**src/rtl/fetch_unit_if.sv**
```systemverilog
// fetch_unit_if
//   Instruction-memory read bus between the fetch stage (master) and the
//   instruction memory (slave).
//
//   rIMem_req   master -> slave   read request, held until acknowledged
//   rIMem_addr  master -> slave   read address, stable while rIMem_req high
//   wIMem_ack   slave  -> master  data returned this cycle
//   wIMem_data  slave  -> master  instruction word, valid with wIMem_ack
interface fetch_unit_if #(
   parameter int ADDR_W = 10,
   parameter int INSN_W = 16
);
   logic              rIMem_req;
   logic [ADDR_W-1:0] rIMem_addr;
   logic              wIMem_ack;
   logic [INSN_W-1:0] wIMem_data;

   modport master (
      output rIMem_req,
      output rIMem_addr,
      input  wIMem_ack,
      input  wIMem_data
   );

   modport slave (
      input  rIMem_req,
      input  rIMem_addr,
      output wIMem_ack,
      output wIMem_data
   );
endinterface

```
**src/rtl/fetch_unit.sv**
```systemverilog
// fetch_unit
//   Instruction fetch stage of the 8-bit accumulator CPU. Owns the fetch PC,
//   reads 16-bit instructions over a req/ack handshake and presents them to
//   the decoder through a 2-entry {pc, insn} buffer. A taken branch or jump
//   reported by the decoder on a pop flushes the buffer and redirects fetch.
//
//   Clock          in   rising-edge clock
//   Reset_n        in   asynchronous active-low reset
//   wStall         in   decoder cannot accept the presented instruction
//   wBranch_taken  in   conditional branch taken for the presented instruction
//   wJumpTaken     in   unconditional jump for the presented instruction
//   wBranch_dir    in   absolute redirect target
//   imem           if   instruction-memory read bus (master side)
//   rInstruction   out  buffer head instruction
//   rInstr_valid   out  buffer head is valid
//   rPC            out  address of buffer head
//
//   state         | meaning
//   --------------+--------------------------------------------------------
//   ST_IDLE       | one cycle after reset, no request
//   ST_FETCH      | request at fetch PC; push on ack
//   ST_WAIT_SPACE | buffer full, request low until a slot frees
//   ST_DISCARD    | redirect hit an unacknowledged request; hold it, drop its
//                 | data on ack, then fetch from the latched target
module fetch_unit #(
   parameter int ADDR_W = 10,
   parameter int INSN_W = 16,
   parameter int DEPTH  = 2
) (
   input  logic              Clock,
   input  logic              Reset_n,
   input  logic              wStall,
   input  logic              wBranch_taken,
   input  logic              wJumpTaken,
   input  logic [ADDR_W-1:0] wBranch_dir,
   fetch_unit_if.master      imem,
   output logic [INSN_W-1:0] rInstruction,
   output logic              rInstr_valid,
   output logic [ADDR_W-1:0] rPC
);

   // The buffer is built for exactly two entries (1-bit pointers).
   localparam logic [1:0] DEPTH_C = 2'(DEPTH);

   typedef enum logic [1:0] {
      ST_IDLE,
      ST_FETCH,
      ST_WAIT_SPACE,
      ST_DISCARD
   } state_t;

   state_t            state_q, state_d;
   logic [ADDR_W-1:0] fetch_pc_q, fetch_pc_d;
   logic [ADDR_W-1:0] target_q, target_d;
   logic [1:0]        count_q, count_d;
   logic              rd_ptr_q, rd_ptr_d;
   logic              wr_ptr_q, wr_ptr_d;
   logic [ADDR_W-1:0] buf_pc_q   [2];
   logic [ADDR_W-1:0] buf_pc_d   [2];
   logic [INSN_W-1:0] buf_insn_q [2];
   logic [INSN_W-1:0] buf_insn_d [2];

   logic       req;
   logic       ack;
   logic       pop;
   logic       redirect;
   logic       push;
   logic [1:0] count_pop;
   logic [1:0] count_push;

   always_comb begin
      req        = (state_q == ST_FETCH) || (state_q == ST_DISCARD);
      ack        = req && imem.wIMem_ack;
      pop        = (count_q != 2'd0) && !wStall;
      redirect   = pop && (wBranch_taken || wJumpTaken);
      count_pop  = count_q - {1'b0, pop};
      count_push = count_pop + 2'd1;

      state_d    = state_q;
      fetch_pc_d = fetch_pc_q;
      target_d   = target_q;
      push       = 1'b0;

      unique case (state_q)
         ST_IDLE: begin
            state_d = ST_FETCH;
         end
         ST_FETCH: begin
            if (redirect) begin
               if (ack) begin
                  // Wrong-path data arriving on the redirect edge is dropped.
                  fetch_pc_d = wBranch_dir;
               end else begin
                  // Request must stay up with its old address until acked.
                  target_d = wBranch_dir;
                  state_d  = ST_DISCARD;
               end
            end else if (ack) begin
               push       = 1'b1;
               fetch_pc_d = fetch_pc_q + ADDR_W'(1);
               if (count_push >= DEPTH_C) begin
                  state_d = ST_WAIT_SPACE;
               end
            end
         end
         ST_WAIT_SPACE: begin
            if (redirect) begin
               fetch_pc_d = wBranch_dir;
               state_d    = ST_FETCH;
            end else if (count_pop < DEPTH_C) begin
               // Leaving on the freeing pop keeps stall release gap-free.
               state_d = ST_FETCH;
            end
         end
         ST_DISCARD: begin
            if (ack) begin
               fetch_pc_d = target_q;
               state_d    = ST_FETCH;
            end
         end
         default: begin
            state_d = ST_IDLE;
         end
      endcase

      rd_ptr_d   = rd_ptr_q;
      wr_ptr_d   = wr_ptr_q;
      count_d    = count_q;
      buf_pc_d   = buf_pc_q;
      buf_insn_d = buf_insn_q;

      if (redirect) begin
         count_d  = 2'd0;
         rd_ptr_d = 1'b0;
         wr_ptr_d = 1'b0;
      end else begin
         if (pop) begin
            rd_ptr_d = ~rd_ptr_q;
         end
         if (push) begin
            buf_pc_d[wr_ptr_q]   = fetch_pc_q;
            buf_insn_d[wr_ptr_q] = imem.wIMem_data;
            wr_ptr_d             = ~wr_ptr_q;
            count_d              = count_push;
         end else begin
            count_d = count_pop;
         end
      end
   end

   always_ff @(posedge Clock or negedge Reset_n) begin
      if (!Reset_n) begin
         state_q    <= ST_IDLE;
         fetch_pc_q <= '0;
         target_q   <= '0;
         count_q    <= 2'd0;
         rd_ptr_q   <= 1'b0;
         wr_ptr_q   <= 1'b0;
         buf_pc_q   <= '{default: '0};
         buf_insn_q <= '{default: '0};
      end else begin
         state_q    <= state_d;
         fetch_pc_q <= fetch_pc_d;
         target_q   <= target_d;
         count_q    <= count_d;
         rd_ptr_q   <= rd_ptr_d;
         wr_ptr_q   <= wr_ptr_d;
         buf_pc_q   <= buf_pc_d;
         buf_insn_q <= buf_insn_d;
      end
   end

   assign imem.rIMem_req  = req;
   assign imem.rIMem_addr = fetch_pc_q;

   assign rInstr_valid = (count_q != 2'd0);
   assign rInstruction = buf_insn_q[rd_ptr_q];
   assign rPC          = buf_pc_q[rd_ptr_q];

endmodule

```
**src/flat_wrapper.sv**
```systemverilog
// flat-port wrapper written by rule: the top's interface ports become plain ports
module fetch_unit_flat 
#(
   parameter int ADDR_W = 10,
   parameter int INSN_W = 16,
   parameter int DEPTH  = 2
)
  (Clock, Reset_n, wStall, wBranch_taken, wJumpTaken, wBranch_dir, rInstruction, rInstr_valid, rPC, imem_rIMem_req, imem_rIMem_addr, imem_wIMem_ack, imem_wIMem_data);
  fetch_unit_if #(.ADDR_W(ADDR_W), .INSN_W(INSN_W)) imem_i ();
  input  logic Clock;
  input  logic Reset_n;
  input  logic wStall;
  input  logic wBranch_taken;
  input  logic wJumpTaken;
  input  logic [ADDR_W-1:0] wBranch_dir;
  output logic [INSN_W-1:0] rInstruction;
  output logic rInstr_valid;
  output logic [ADDR_W-1:0] rPC;
  output wire logic [$bits(imem_i.rIMem_req)-1:0] imem_rIMem_req;
  output wire logic [$bits(imem_i.rIMem_addr)-1:0] imem_rIMem_addr;
  input wire logic [$bits(imem_i.wIMem_ack)-1:0] imem_wIMem_ack;
  input wire logic [$bits(imem_i.wIMem_data)-1:0] imem_wIMem_data;
  assign imem_rIMem_req = imem_i.rIMem_req;
  assign imem_rIMem_addr = imem_i.rIMem_addr;
  assign imem_i.wIMem_ack = imem_wIMem_ack;
  assign imem_i.wIMem_data = imem_wIMem_data;
  fetch_unit #(.ADDR_W(ADDR_W), .INSN_W(INSN_W), .DEPTH(DEPTH)) u_core (.Clock(Clock), .Reset_n(Reset_n), .wStall(wStall), .wBranch_taken(wBranch_taken), .wJumpTaken(wJumpTaken), .wBranch_dir(wBranch_dir), .imem(imem_i), .rInstruction(rInstruction), .rInstr_valid(rInstr_valid), .rPC(rPC));
endmodule
```
**config.mk**
```make
export PLATFORM = sky130hd
export DESIGN_NAME = fetch_unit_flat
export DESIGN_NICKNAME = d
export VERILOG_FILES = /design/src/rtl/fetch_unit_if.sv /design/src/rtl/fetch_unit.sv /design/src/flat_wrapper.sv
export SDC_FILE = /design/constraint.sdc
export NUM_CORES = 1
export LEC_CHECK = 0
export ABC_AREA = 1
export CORE_MARGIN = 2
export CORE_UTILIZATION = 46
export DETAILED_ROUTE_END_ITERATION = 12
export PLACE_DENSITY = 0.78
export SYNTH_ARGS = -nofsm -noshare
export SYNTH_HDL_FRONTEND = slang
export SYNTH_SLANG_ARGS = --single-unit
```
**constraint.sdc**
```tcl
create_clock -name Clock -period 2.65 [get_ports Clock]
set_clock_uncertainty 0.2 [all_clocks]
set_input_delay 0.3975 -clock Clock [delete_from_list [all_inputs] [get_ports Clock]]
set_output_delay 0.3975 -clock Clock [all_outputs]
set_load 0.005 [all_outputs]
```
# Yosys cells after proc, flatten, opt, wreduce, memory -nomap -nowiden
# Cells that the tools add are included.
[word_totals]
register_bits = 78
inputBits = 32
out_inout_bits = 38
[classes]
n_lt_le_gt_ge = 5
eq_ne = 10
bitwise = 6
reduce_logical = 16
addsub = 3
n_mux = 35
[ops]
columns = ["cell", "count"]
rows = [
  ["$mux W10", 9],
  ["$mux W16", 4],
  ["$bwmux W32", 1],
  ["$pmux W10 S3", 1],
  ["$bwmux W20", 1],
  ["$mux W2", 9],
  ["$demux W16 S1", 1],
  ["$add A10 B1 Y10 const B", 1],
  ["$demux W10 S1", 1],
  ["$pmux W2 S4", 1],
  ["$mux W1", 7],
  ["$ge A2 B2 Y1 const B", 3],
  ["$ne A2 B1 Y1 const B", 3],
  ["$ne A3 B1 Y1 const B", 2],
  ["$reduce_bool A2 Y1", 3],
  ["$reduce_and A5 Y1", 1],
  ["$eq A2 B2 Y1 const B", 2],
  ["$logic_and A1 B1 Y1", 4],
  ["$not A1 Y1", 4],
  ["$not A1 Y2", 2],
  ["$reduce_and A4 Y1", 1],
  ["$ne A3 B2 Y1 const B", 1],
  ["$ne A3 B3 Y1 const B", 1],
  ["$reduce_and A3 Y1", 1],
  ["10 further kinds", 11],
]

# Logic depth before layout (Yosys ltp)
[logic_depth]
word_depth = 9
ltp_mapped = 12
depth_no_buf = 12

# Least setup slack after synthesis
# Ideal clock, no wire load.
[synth_path]
kind = "register to register"
startpoint = "reg u_core.count_q[1]"
endpoint = "reg u_core.state_q[1]"
t_arrival_ns = 1.377
path_stages_with_launch = 9
required_time_ns = 2.333
synth_period_minus_slack_ns = 1.694
path_slack_ns = 0.956
cell_sequence = "dfrtp_1 -> nor2_4 -> nor2_8 -> ha_1 -> nand3b_1 -> nand2_1 -> o21ai_0 -> nand3_1 -> nand2_1"
[synth_between]
elab_chain_len = 7
elab_cells_between_ends = 15
classes_between = "add/sub (2); order compare (2); eq/ne (4); mux (3); reduce/logical (4)"
[synth_rtl]
columns = ["element", "line_no", "rtl"]
rows = [
  ["start: declaration", "fetch_unit.sv:55", "logic [1:0] count_q, count_d;"],
  ["start signal: assignment", "fetch_unit.sv:165", "count_q <= count_d;"],
  ["$reduce_bool A2 Y1", "fetch_unit.sv:74", "pop = (count_q != 2'd0) && !wStall;"],
  ["$logic_and A1 B1 Y1", "fetch_unit.sv:74", ""],
  ["$sub A2 B1 Y2", "fetch_unit.sv:76", "count_pop = count_q - {1'b0, pop};"],
  ["$add A2 B1 Y2", "fetch_unit.sv:77", "count_push = count_pop + 2'd1;"],
  ["$ge A2 B2 Y1", "fetch_unit.sv:101", "if (count_push >= DEPTH_C) begin"],
  ["$ne A3 B2 Y1 (no source line)", "--", ""],
  ["$reduce_and A5 Y1 (no source line)", "--", ""],
  ["end signal: assignment", "fetch_unit.sv:162", "state_q <= state_d;"],
  ["end: declaration", "fetch_unit.sv:52", "state_t state_q, state_d;"],
]
# Parallel ways exist; a longest one is shown, timed or not.
# A chain may end at the register's enable or synchronous reset.

# Worst setup path in the final report
[layout_path]
startpoint = "reg u_core.rd_ptr_q"
endpoint = "out rPC[3]"
[layout_between]
elab_chain_len = 4
[layout_rtl]
columns = ["element", "line_no", "rtl"]
rows = [
  ["start: declaration", "fetch_unit.sv:56", "logic rd_ptr_q, rd_ptr_d;"],
  ["start signal: assignment", "fetch_unit.sv:166", "rd_ptr_q <= rd_ptr_d;"],
  ["$not A1 Y2 (not written as such)", "fetch_unit.sv:178", "assign rPC = buf_pc_q[rd_ptr_q];"],
  ["$mux W10 (not written as such) (3 in series)", "fetch_unit.sv:178", ""],
  ["end: declaration", "flat_wrapper.sv:18", "output logic [ADDR_W-1:0] rPC;"],
]
# Every way passes these cells. The select of a mux whose other input is x is not followed.

==> key figures <==
Clocking
  • Clk slew on worst S/H paths: roughly 80 ps
  • # clock sinks: 78
  • CTS HTree Levels: 3
  • Root buffer cell: clkbuf_8
  • Clock buffer depth: 2
  • Clk Latency, worst-skew pair: around 350 ps
  • CTS resizes: 0
  • Hold_buf cts: 0
  • CTS tree: done
  • Postcts setup bufs: 0
  • Num CTS Buffers: 9

Pwr
  • Leakage: ~0.0025 uW
  • PwrDens: about 1200 nW/um^2
  • Worst VDD drop: 0.000483 V

Synthesis
  • Ys async rst share: 100%
  • Cell Area, Synth: roughly 4000 um^2
  • Syn Area/Cell: ~7.6 um^2
  • Prevailing post-synth register cell: dfrtp_1
  • Sequential area share after synthesis: approximately half
  • Synth Register Bits: 78
  • Post-synth top area share: between 40% and 50%
  • Synthesized instance count: 522
  • Synth warn: 0
  • Post-synth EDFFs: 0
  • Ranking of synthesized cells by area: dfrtp_1 (49%), nand2_1 (17%), o21ai_1 (7.8%), inv_1 (5.6%), nand3_1 (4.0%)
  • Post-synth net total: ~560
  • Yosys top cell by area: dfrtp_1
  • Post-synth cell types: 28

Floorplan
  • Ports: 70
  • Die X: roughly 97 um
  • Core area: between 8000 and 9000 um^2
  • Die Ht: slightly below 100 um
  • Initial core utilization: a little under 50%
  • Die ar.: between 9000 and 10000 um^2
  • Rows: 33

Run status
  • Status: complete, but fails checks
  • Failing checks: negative hold slack

Finish
  • Share of post-route cells with drive strength above 1: approximately 6.0%
  • Layout Cells excl Fill: just under 700
  • Fillers: 752
  • Area Overhead vs Synth: 22.8%
  • Final net count: 618
  • Finished Core Util: between 50% and 60%
  • Most common cell after layout, fill and taps aside: nand2_1
  • Diodes inserted: 0
  • Post-route cell area: a little under 5000 um^2
  • Commonest non-fill, non-tap cells in the layout: nand2_1 (180), dfrtp_1 (78), clkdlybuf4s50_1 (68)

STA
  • TNS Setup: 0 ps
  • Final hold slack: -11.1 ps
  • Fin crit period: about 2300 ps
  • Fin crit share: 85.9%
  • Final Hold Viols: 8
  • Final Setup Violations: 0
  • Slew Limit Fails: 0
  • Max_slew headroom: 36.9%
  • FMAX: ~440 MHz
  • Transition time of the tightest slew-check pin: ~950 ps
  • Unrepaired setup endpoints after global routing: no
  • Final worst slack: ~370 ps

Worst setup path
  • FF-to-FF End: u_core.buf_insn_q[0]$_DFFE_PN0P_
  • Crit path DAT: roughly 1700 ps
  • WS Path Type: flop to output pin
  • CP Capture Point: rPC[3]
  • Worst reg2reg startpoint: u_core.state_q[0]$_DFFE_PN0P_
  • Startpoint Class: flop
  • Critical path fanouts, max: 16
  • Worst setup EP type: output pin
  • Reg2reg setup slack: approximately 560 ps
  • Crit path launch: u_core.rd_ptr_q$_DFFE_PN0P_
  • R2R depth: 7
  • WP data required: a little over 2000 ps

Place
  • DP HPWL: 5900 um
  • Setup WS pre-CTS: between 200 and 300 ps
  • GPL Wtd Cong: between 0.8 and 0.9
  • Inst Count DP: 678
  • Port bufs: 69
  • Placed cell area: around 4700 um^2

Drt
  • Vias: ~3500
  • DR WL/cell: roughly 12 um
  • Residual DRC count: 0
  • Initial DRC count: roughly 220
  • DRT Wirelength: 8420 um
  • ANT nets after route: 0
  • Avg Vias per Cell: 5.03
  • Drt pass-1 iters: 5

Global routing
  • Initial antenna violation count: 0
  • Met2 Usage GRT: between 20% and 30%
  • Most Crowded Layer GR: met2
  • First-pass GRT wire length: 14600 um
  • Largest net degree at the start of global routing: between 70 and 80
  • GRT Total Usage: 18.7%
  • Vias in the first global route: around 3300
  • Met1 Resource Use GR: roughly 25%
  • GR Util met3: 4.68%
  • Total grt overflow: 0

Worst hold path
  • Hold Crit Class: input pin to asynchronous set/reset pin

Job
  • Max-cap violation count: 0
==> registers in the layout, indices dropped and copies added, names as in the netlist <==
name / flops
u_core.buf_insn_q: 32
u_core.wr_ptr_q: 1
u_core.count_q: 2
u_core.state_q: 2
u_core.imem.rIMem_addr: 10
u_core.rd_ptr_q: 1
u_core.target_q: 10
u_core.buf_pc_q: 20
==> through the flow <==
step                total power, uW  hold slack [ps]
floorplan                      3790            -98.1
global placement               4820              271
detailed placement             4910              278
CTS                            5810             25.7
global route                   6300             65.9
finish                         5760            -11.1
==> how the worst min path moves through the flow <==
| stage | start | endpoint | slack (ps) | cells after the start |
|---|---|---|---|---|
| after floorplan | Reset_n | u_core.buf_insn_q[0]$_DFFE_PN0P_ | -100 | 0 |
| after global placement | u_core.buf_insn_q[5]$_DFFE_PN0P_ | u_core.buf_insn_q[5]$_DFFE_PN0P_ | 270 | 2 |
| after detailed placement | u_core.buf_pc_q[8]$_DFFE_PN0P_ | u_core.buf_pc_q[8]$_DFFE_PN0P_ | 280 | 2 |
| after CTS | Reset_n | u_core.buf_insn_q[10]$_DFFE_PN0P_ | 30 | 1 |
| after global routing | Reset_n | u_core.buf_insn_q[26]$_DFFE_PN0P_ | 70 | 1 |
| final | Reset_n | u_core.buf_insn_q[11]$_DFFE_PN0P_ | -10 | 1 |
==> report_power, final <==
group / switching [uW] / total [uW] / leakage (uW) / internal (uW)
logic: 1400 / 2710 / 0.00144 / 1310
registers: 428 / 2170 / 0.000961 / 1750
clock network: 427 / 884 / 0.0000983 / 457
total: 2250 / 5760 / 0.00250 / 3510
==> worst max-delay path: stages (launching register included) <==
cell and delay, ps:
dfrtp_1 400, clkinv_1 60, buf_4 200, nand2_1 70, nand2_1 100, clkdlybuf4s50_1 510
==> metal layers <==
metal	part of all wire (%)	wire length [um]
met2	46	3860
met4	1.3	111
met5	0	0
met1	47	3920
met3	6.2	520
==> synth_stat cells (2+ instances only) <==
master    instances
nand2_4           3
nor2_8            2
nor2_1           25
buf_2             3
nand4_1           3
buf_6             5
o21ai_0          21
inv_1            59
o21ai_1          62
nand3_1          32
nand2_1         180
clkbuf_1         10
ha_1              2
a21oi_1          17
dfrtp_1          78
buf_4             7
inv_2             2
==> cells by family after synthesis <==
family / count (synthesis) / share of synthesized area (%)
compound gates: 103 / 13.1
fa+ha+maj: 2 / 0.627
buf+inv: 88 / 10.0
flops: 78 / 48.9
simple gates: 251 / 27.4
==> layout make-up <==
class	instances	area [um^2]	share of cell area (%)
clock inverter	5	60.1	1.23
tap	105	131	2.68
sequential	78	1950	39.8
multi-input combinational	356	1640	33.4
inverter	62	233	4.75
clock buffer	10	138	2.81
timing repair buffer	77	748	15.3
Power figures use the tool's default switching activity.
